[config.mk]
export PLATFORM = sky130hd
export DESIGN_NAME = bus_sync_launch
export DESIGN_NICKNAME = d
export VERILOG_FILES = /design/src/rtl/bus_sync_launch.sv
export SDC_FILE = /design/constraint.sdc
export NUM_CORES = 1
export LEC_CHECK = 0
export BUFFER_PORTS_ARGS = -buffer_cell sky130_fd_sc_hd__buf_4
export CORE_AREA = 2 2 39 41
export DETAILED_ROUTE_END_ITERATION = 10
export DIE_AREA = 0 0 41 43
export GPL_TIMING_DRIVEN = 1
export HOLD_SLACK_MARGIN = 0.08
export PLACE_DENSITY = 0.62
export SLEW_MARGIN = 20
export SYNTH_ARGS = -nofsm -noshare
export SYNTH_HDL_FRONTEND = slang
export SYNTH_SLANG_ARGS = --single-unit
[constraint.sdc]
create_clock -name i_clk_a -period 3.95 [get_ports i_clk_a]
set_input_delay 0.395 -clock i_clk_a [delete_from_list [all_inputs] [get_ports i_clk_a]]
set_output_delay 0.395 -clock i_clk_a [all_outputs]
set_load 0.05 [all_outputs]
[src/rtl/bus_sync_launch.sv]
// Source-domain launcher for a bus crossing into a retime-and-stability-check receiver.
// Each launched word is held on o_data_a for at least HOLD_CYCLES source cycles.
module bus_sync_launch #(
  parameter int unsigned          BUS_WIDTH   = 1,
  parameter int unsigned          HOLD_CYCLES = 8,
  parameter logic [BUS_WIDTH-1:0] RESET_VALUE = '0,
  parameter bit                   OVERWRITE   = 1'b1,
  parameter bit                   SKIP_EQUAL  = 1'b0
) (
  input  logic                 i_clk_a,
  input  logic                 i_rstn_a,
  input  logic [BUS_WIDTH-1:0] i_data,
  input  logic                 i_valid,
  output logic                 o_ready,
  output logic [BUS_WIDTH-1:0] o_data_a,
  output logic                 o_launch,
  output logic                 o_drop,
  output logic                 o_busy
);

  localparam int unsigned    CntW      = $clog2(HOLD_CYCLES + 1);
  localparam logic [CntW-1:0] CntReload = CntW'(HOLD_CYCLES - 1);

  typedef enum logic [0:0] {StIdle, StHold} state_e;

  state_e               state_q, state_d;
  logic [CntW-1:0]      cnt_q, cnt_d;
  logic [BUS_WIDTH-1:0] data_q, data_d;
  logic [BUS_WIDTH-1:0] pend_data_q, pend_data_d;
  logic                 pend_valid_q, pend_valid_d;
  logic                 launch_q, launch_d;
  logic                 drop_q, drop_d;
  logic                 busy_q, busy_d;
  logic                 xfer;

  always_ff @(posedge i_clk_a or negedge i_rstn_a) begin
    if (!i_rstn_a) begin
      state_q      <= StIdle;
      cnt_q        <= '0;
      data_q       <= RESET_VALUE;
      pend_data_q  <= '0;
      pend_valid_q <= 1'b0;
      launch_q     <= 1'b0;
      drop_q       <= 1'b0;
      busy_q       <= 1'b0;
    end else begin
      state_q      <= state_d;
      cnt_q        <= cnt_d;
      data_q       <= data_d;
      pend_data_q  <= pend_data_d;
      pend_valid_q <= pend_valid_d;
      launch_q     <= launch_d;
      drop_q       <= drop_d;
      busy_q       <= busy_d;
    end
  end

  always_comb begin
    state_d      = state_q;
    cnt_d        = cnt_q;
    data_d       = data_q;
    pend_data_d  = pend_data_q;
    pend_valid_d = pend_valid_q;
    launch_d     = 1'b0;
    drop_d       = 1'b0;
    case (state_q)
      StIdle: begin
        if (xfer && !(SKIP_EQUAL && (i_data == data_q))) begin
          data_d   = i_data;
          cnt_d    = CntReload;
          launch_d = 1'b1;
          state_d  = StHold;
        end
      end
      StHold: begin
        if (cnt_q != '0) begin
          cnt_d = cnt_q - CntW'(1);
          if (xfer) begin
            pend_data_d  = i_data;
            pend_valid_d = 1'b1;
            drop_d       = pend_valid_q;
          end
        end else if (pend_valid_q) begin
          // Pending word goes first; a simultaneous arrival refills the slot without loss.
          data_d       = pend_data_q;
          cnt_d        = CntReload;
          launch_d     = 1'b1;
          pend_valid_d = xfer;
          if (xfer) pend_data_d = i_data;
        end else if (xfer) begin
          data_d   = i_data;
          cnt_d    = CntReload;
          launch_d = 1'b1;
        end else begin
          state_d = StIdle;
        end
      end
      default: state_d = StIdle;
    endcase
    busy_d = (state_d == StHold) || pend_valid_d;
  end

  always_comb begin
    o_ready  = OVERWRITE ? 1'b1 : !pend_valid_q;
    xfer     = i_valid && o_ready;
    o_data_a = data_q;
    o_launch = launch_q;
    o_drop   = drop_q;
    o_busy   = busy_q;
  end

endmodule
Word-level counts from Yosys, hierarchy flattened
Index checks and enable logic that the tools add are counted.

Bits in writable memories: 0. Output and inout bits: 5. Memory bits (read-only): 0. Latch bits: 0. Memories: 0. Flip-flop bits (word level): 11.

Bitwise gates (word level): 1. Div/mod/pow operators: 0. Reduce and logical (&&, ||, !) cells: 4. $add $sub $neg: 1. Multipliers: 0. Shift-type cells: 0. Magnitude comparators: 0. Mux-type cells: 24. Equal/unequal tests: 1.

Operator list (number): 2-to-1 mux 1 bit (17); 2-to-1 mux 4 bit (3); one-hot mux 4 bit (2 select lines) (1); one-hot mux 1 bit (2 select lines) (3); nonzero test 4 bit (1); subtractor 4 x 1 -> 4 bit, second input constant (1); inequality test 2 bit, second input constant (1); AND reduction 2 bit (1); nonzero test 2 bit (1); logical OR 1 bit (1); NOT 1 bit (1).

Longest topological paths before layout
Gate-level depths: netlist (run 1).

Depth after elaboration: 5. Depth in mapped cells: 6. Gate-level depth less buffers: 5.

Worst setup path before layout (run 1)
Ideal clock, no wire load.

Kind: register to register. From: register cnt_q[0]. To: register busy_q, in the netlist o_busy. Stages on the path, launching flop included: 7. Arrival: 1.574 ns. Slack: 2.244 ns. Clock period less this slack: 1.706 ns. Cells stage by stage: dfrtp_1 > inv_1 > ha_1 > or3b_4 > and2_4 > buf_6 > or3_1.

Word-level cells in the longest chain between the ends: 4. Elaborated cells on any way between the ends: 6. Those cells by class: mux (4); reduce/logical (2).

Ends and longest elaborated chain: start: declaration (RTL line 27) `logic [CntW-1:0] cnt_q, cnt_d;`; start signal: assignment (RTL line 48) `cnt_q <= cnt_d;`; nonzero test 4 bit (*) (RTL line 76) `if (cnt_q != '0) begin`; 2-to-1 mux 1 bit (RTL line 76); one-hot mux 1 bit (2 select lines) or 2-to-1 mux 1 bit (tied branches) (RTL line 66) `case (state_q)`; logical OR 1 bit (*) (RTL line 100) `busy_d = (state_d == StHold) || pend_valid_d;`; named net busy_d (RTL line 33) `logic busy_q, busy_d;`; end signal: assignment (RTL line 54) `busy_q <= busy_d;`; end: declaration (RTL line 33).

Mark *: on every way through the listed nets, which the timed path passes. The rest lies on a longest branch. A chain may end at the register's enable or synchronous reset.

Final worst setup path (run 1)
From: register cnt_q[0]. To: register pend_data_q.

Word-level cells in the longest chain between the ends: 3. Elaborated cells on any way between the ends: 4. Those cells by class: mux (1); reduce/logical (3).

Ends and longest elaborated chain: nonzero test 4 bit (*) (RTL line 76); nonzero test 2 bit (no source line); AND reduction 2 bit (no source line); end signal: assignment (RTL line 50) `pend_data_q <= pend_data_d;`; end: declaration (RTL line 29) `logic [BUS_WIDTH-1:0] pend_data_q, pend_data_d;`.

Every way passes the cells marked *; elsewhere a longest branch is shown, timed or not.

==> results of run 1 <==
[layout make-up]
class                           count  area, um2  share of cell area
Timing Repair Buffer                8      62.56              0.1033
Tap cell                           16      20.02             0.03306
Inverter                            4      15.01             0.02479
Multi-Input combinational cell     30      206.4              0.3409
Clock buffer                        4      26.28             0.04339
Sequential cell                    11      275.3              0.4545
[cell usage after synthesis (2+ instances only)]
| library cell | n | area share |
|---|---|---|
| sky130_fd_sc_hd__dfrtp_1 | 11 | 0.53 |
| sky130_fd_sc_hd__o21ai_0 | 5 | 0.048 |
| sky130_fd_sc_hd__inv_1 | 4 | 0.029 |
| sky130_fd_sc_hd__a22oi_1 | 3 | 0.043 |
| sky130_fd_sc_hd__nand2_1 | 3 | 0.022 |
| sky130_fd_sc_hd__nor2_1 | 3 | 0.022 |
| sky130_fd_sc_hd__and3_1 | 2 | 0.024 |
[cells by family (layout without fill, tap and decap cells)]
kind of cell | after synthesis | after routing
xor+xnor | 1 | 1
simple gates | 13 | 13
compound gates | 11 | 11
flops | 11 | 11
mux | 3 | 3
buf+inv | 7 | 16
other cells | 1 | 1
fa+ha+maj | 1 | 1
[registers in the layout (all words and copies together), names as in the netlist]
signal / cells
pend_valid_q: 1
state_q: 1
o_busy: 1
pend_data_q: 1
cnt_q: 4
o_drop: 1
o_data_a: 1
o_launch: 1
[repair_timing]
action                                 4_1_cts  5_1_grt
resized for setup                            0        0
setup buffers                                0        0
hold buffers                                 1        0
endpoints found under the hold margin       11        0
[worst max-delay path, delay by kind of cell, from the launching register on]
kind / cells / cell delay, ns
AOI/OAI and AO/OA: 1 / 0.20
and+or+nand+nor: 1 / 0.41
muxes: 1 / 0.34
DFF: 1 / 0.41
adders and majority gates: 1 / 0.19
buffers and inverters: 1 / 0.07
[report_power, final]
part	internal, uW	switching, uW
Clock	39.2	39.4
Combinational	81.4	97.8
Sequential	147	27.2
Total	268	164
[routing by layer]
metal	vias up	wire length (um)	track usage	share of wire
li1	179	-	-	-
met1	170	409	0.1717	0.45
met2	8	439	0.2031	0.48
met3	4	35	0.03141	0.038
met4	0	32	0.1200	0.035
met5	-	0	0	0
[path summary, 6_finish.rpt]
kind,cells after the start,end
setup reg to reg,5,pend_data_q
hold reg to reg,1,pend_data_q
setup / recovery,5,pend_data_q
hold / removal,2,pend_data_q
min in group asynchronous,2,o_drop
max in group asynchronous,2,o_launch
[metrics by stage]
stage / setup WS [ns] / hold slack, ns / util
finish: 2.220 / 0.3407 / 0.4376
global route: 2.104 / 0.3724 / 0.4376
floorplan: 2.244 / 0.09941 / -
global placement: 2.243 / 0.2356 / 0.4114
detailed placement: 2.221 / 0.2371 / 0.4114
CTS: 2.196 / 0.3523 / 0.4376
[layout by cell type (no fill, tap or decap)]
master,instances
sky130_fd_sc_hd__mux2_1,1
sky130_fd_sc_hd__clkbuf_4,3
sky130_fd_sc_hd__dlygate4sd3_1,1
sky130_fd_sc_hd__mux2i_1,1
sky130_fd_sc_hd__nor2_1,3
sky130_fd_sc_hd__nor4b_1,1
sky130_fd_sc_hd__clkbuf_1,1
sky130_fd_sc_hd__buf_4,7
sky130_fd_sc_hd__inv_1,4
sky130_fd_sc_hd__and2_4,1
sky130_fd_sc_hd__nand2_1,3
sky130_fd_sc_hd__mux2_2,1
sky130_fd_sc_hd__or3b_4,1
sky130_fd_sc_hd__xnor2_1,1
sky130_fd_sc_hd__nand2b_1,1
sky130_fd_sc_hd__o211ai_1,1
sky130_fd_sc_hd__and3_1,2
sky130_fd_sc_hd__or3_1,1
sky130_fd_sc_hd__a22oi_1,3
sky130_fd_sc_hd__dfrtp_1,11
sky130_fd_sc_hd__o21ai_0,5
sky130_fd_sc_hd__ha_1,1
sky130_fd_sc_hd__a2bb2oi_1,1
sky130_fd_sc_hd__o22a_1,1
sky130_fd_sc_hd__conb_1,1
==> results.cfg, run 1 <==
[cells_and_area]
final_cell_count_no_fill = 73
antenna_cells_inserted = 0
fill_cells = 123
design_area_um2 = 605.6
layout-drive-gt1-share = 0.2281
number_of_nets_at_the_end_of_the_flow = 63
syn2layout_area_growth_pct = 16.63

[grt]
grt_antenna_before_repair = 0
grt_overflow = 0
grt_pass1_vias = 347
grt_usage = 0.1426
grt_max_degree = 12
grt_first_pass_wirelength_um = 1580

[yosys]
yosys_warnings = 0
synthFlopType = sky130_fd_sc_hd__dfrtp_1
synth.yosys.seq_area_share = 0.5301
synthAdderAreaFrac = 0.02410
synth_area_in_compound_gates = 0.1398
ys_ff_latch = 11
synth.mux.area_fraction = 0.06265
syn_nets = 53
mean_post_synth_cell_area_um2 = 10.82
synth_edf_count = 0
combinational_family_with_the_most_area_after_synthesis = simple AND/OR/NAND/NOR gates
syn_inst = 48
synth.cell_area_um2 = 519.2
asyncSetResetFlopFracSynth = 1.000
yosys.area_share.simple = 0.1470
synth_cell_type_count = 24
post_synth_xor_area_fraction = 0.01687

[floorplan]
placement_rows = 14
die_h_um = 43
core_region_area_mm2 = 0.001384
die_area_mm2 = 0.001763
top_level_ports = 9
die_x_um = 41
initial_cell_density_of_the_core = 0.3752

[routing]
drt_first_pass_iters = 2
drt_drc_violations_left = 0
vias = 361
drtAntennaViolNets = 0
finalWirelength_um = 917
detailedRoute.firstIterationViolations = 7
route.detailed.vias_per_inst = 4.945
routed_wire_length_per_instance_um = 12.56

[setup_path]
path_cells = inv_1, ha_1, or3b_4, o211ai_1, mux2_1
crit_required_ns = 4.11
critPathLaunch = cnt_q[0]
criticalPathCategory = reg -> reg
slowest_delay_ns = 0.41
reg2reg_slack_ns = 2.22
arrival_ns = 1.89
worst-path-max-fanout = 5
critical-path-slowest-cell = sky130_fd_sc_hd__dfrtp_1
worst_flop_to_flop_path_startpoint = cnt_q[0]
startpoint_type = flip-flop
endpoint_kind = flip-flop

[worst_hold_path]
launch_instance_of_the_worst_min_delay_path = i_data
min-delay-path-class = in -> reg

[cts]
cts_buffers = 3
tritoncts_num_sinks = 11
cts_tree = built
clk_path_buf_depth = 2
htreeDepth = 1
cts.root.buffer_cell = sky130_fd_sc_hd__clkbuf_4
source_to_sink_clock_delay_at_the_later_pin_of_the_worst_skew_pair_ns = 0.27
clk_transition_reported_paths_ns = 0.07

[timing]
slew_viol_final = 0
maxClockFrequency_mhz = 578.1
setup_violations = 0
hold_viol = 0
final.setup.tns_ns = 0
timing.final.crit_share = 0.4380
finalWorstPathRequiredPeriod_ns = 1.730
setup_clock_skew_after_layout_ns = 0.0003859
rsz0062_at_grt = no

[flow_run]
timing.max_cap.violations = 0

[placement]
placement.io_buffers = 7
number_of_instances_in_the_placed_design = 68
gpl.final_weighted_congestion = 0.7848
place.detailed.hpwl_um = 653.9
dpl_cell_area_um2 = 569.3

[power_and_ir_drop]
post-layout-total-power_uw = 432.3
vdd_ir_drop_max_uv = 316.5
power_density_mw_per_mm2 = 713.8
cellLeakagePower_uw = 0.0002898

[outcome]
status = finished, final reports clean
(Power assumes the default switching activity.)
==> inputs of run 2 (changes only) <==
==> constraint.sdc (replaced) <==
create_clock -name i_clk_a -period 1.69 [get_ports i_clk_a]
set_input_delay 0.169 -clock i_clk_a [delete_from_list [all_inputs] [get_ports i_clk_a]]
set_output_delay 0.169 -clock i_clk_a [all_outputs]
set_load 0.05 [all_outputs]
==> run 2 against run 1 <==
Net effect: global-route usage is 0.73 points lower; wire length rose by 0.11%; clock skew up 0.0011 ns.
==> results.cfg, run 2 (synthesized netlist as in run 1, its figures left out) <==
[cells_and_area]
final_cell_mix = sky130_fd_sc_hd__dfrtp_1, sky130_fd_sc_hd__buf_4, sky130_fd_sc_hd__o21ai_0
layout-drive-gt1-share = 0.3051
top_register = cnt_q
mostFrequentLayoutCell = sky130_fd_sc_hd__dfrtp_1
max_reg_flops = 4
design_area_um2 = 633.1
final_core_utilization = 0.4575
antenna_cells_inserted = 0
number_of_nets_at_the_end_of_the_flow = 65
syn2layout_area_growth_pct = 21.93

[grt]
grt_max_degree = 12
grt_first_pass_wirelength_um = 1504
grt_antenna_before_repair = 0
grt_overflow = 0
grt_usage = 0.1353
grt_pass1_vias = 348

[routing]
detailedRoute.firstIterationViolations = 7
drtAntennaViolNets = 0
route.detailed.vias_per_inst = 4.987
vias = 374
finalWirelength_um = 918
routed_wire_length_per_instance_um = 12.24
drt_first_pass_iters = 2
drt_drc_violations_left = 0

[placement]
placement.io_buffers = 7
place.detailed.hpwl_um = 629.5
dpl_cell_area_um2 = 586.8
gpl.final_weighted_congestion = 0.7487

[timing]
hold_viol = 0
maxClockFrequency_mhz = 607.3
slew_viol_final = 0
timing.final.crit_share = 0.9743
rsz0062_at_grt = yes
finalWorstPathRequiredPeriod_ns = 1.647
setup_clock_skew_after_layout_ns = 0.001531
fin_worst_hold_slack_ns = 0.1307
final.setup.tns_ns = 0
setup_violations = 0

[floorplan]
die_x_um = 41
core_region_area_mm2 = 0.001384
placement_rows = 14
initial_cell_density_of_the_core = 0.3752
die_area_mm2 = 0.001763
top_level_ports = 9
die_h_um = 43

[setup_path]
arrival_ns = 1.79
endpoint_kind = flip-flop
reg2reg_slack_ns = 0.04
worst-path-max-fanout = 5
crit_required_ns = 1.84
criticalPathCategory = reg -> reg
startpoint_type = flip-flop

[cts]
source_to_sink_clock_delay_at_the_later_pin_of_the_worst_skew_pair_ns = 0.26
clk_transition_reported_paths_ns = 0.06
cts.root.buffer_cell = sky130_fd_sc_hd__clkbuf_4
clk_path_buf_depth = 2
cts_tree = built
htreeDepth = 1
tritoncts_num_sinks = 11
cts_buffers = 3

[power_and_ir_drop]
power_density_mw_per_mm2 = 1665
cellLeakagePower_uw = 0.0002995
vdd_ir_drop_max_uv = 761.2

[worst_hold_path]
min-delay-path-class = in -> reg

[flow_run]
timing.max_cap.violations = 0

[outcome]
status = finished, final reports clean
-- run 2: critical path, cell delays in order, from the launching register on --
cell                       delay (ns)
sky130_fd_sc_hd__dfrtp_1         0.39
sky130_fd_sc_hd__inv_2           0.07
sky130_fd_sc_hd__ha_4            0.12
sky130_fd_sc_hd__or3b_4          0.40
sky130_fd_sc_hd__o211ai_1        0.20
sky130_fd_sc_hd__mux2_1          0.34
-- run 2: layout make-up --
class / count / area [um2]
tap: 16 / 20.02
timing repair buffer: 10 / 77.57
clock buffer: 4 / 26.28
sequential: 11 / 275.3
inverter: 4 / 15.01
fill: 135 / 750.7
multi-input combinational: 30 / 219.0
-- run 2: power by group --
part           total (uW)  internal (uW)  switching (uW)  leakage (uW)
Combinational         473            224             250      0.000160
Sequential            408            345            63.6      0.000125
Clock                 173           91.3            81.5     0.0000150
Total                1050            660             395      0.000300
-- run 2: metal layers --
| layer | share of wire | vias to the layer above | global-route usage |
|---|---|---|---|
| met1 | 0.47 | 177 | 0.1745 |
| li1 | - | 185 | - |
| met4 | 0.052 | 0 | 0.1400 |
| met5 | 0 | - | 0 |
| met2 | 0.43 | 8 | 0.1688 |
| met3 | 0.045 | 4 | 0.03141 |
-- run 2: path summary, 6_finish.rpt --
check | from | to | cells after the start
hold reg to reg | pend_data_q | pend_data_q | 1
min in group asynchronous | i_rstn_a | o_drop | 2
setup / recovery | cnt_q[0] | pend_data_q | 5
setup reg to reg | cnt_q[0] | pend_data_q | 5
max in group asynchronous | i_rstn_a | state_q | 2
hold / removal | i_data | pend_data_q | 2
-- run 2: metrics by stage --
| stage | cells | worst slack, ns | power (uW) |
|---|---|---|---|
| after floorplan | 48 | -0.007091 | 754.6 |
| after detailed placement | 70 | 0.03625 | 858.7 |
| after CTS | 75 | 0.02469 | 1038 |
| final | 75 | 0.04339 | 1054 |
| after global routing | 75 | -0.02305 | 1141 |
| after global placement | 70 | 0.06196 | 852.9 |
-- run 2: repair_timing --
| item | in CTS | in global routing |
|---|---|---|
| hold buffers | 1 | 0 |
| endpoints found under the hold margin | 11 | 0 |
| setup buffers | 0 | 0 |
| gates resized for setup | 0 | 3 |
| endpoints found under the setup margin | 0 | 2 |
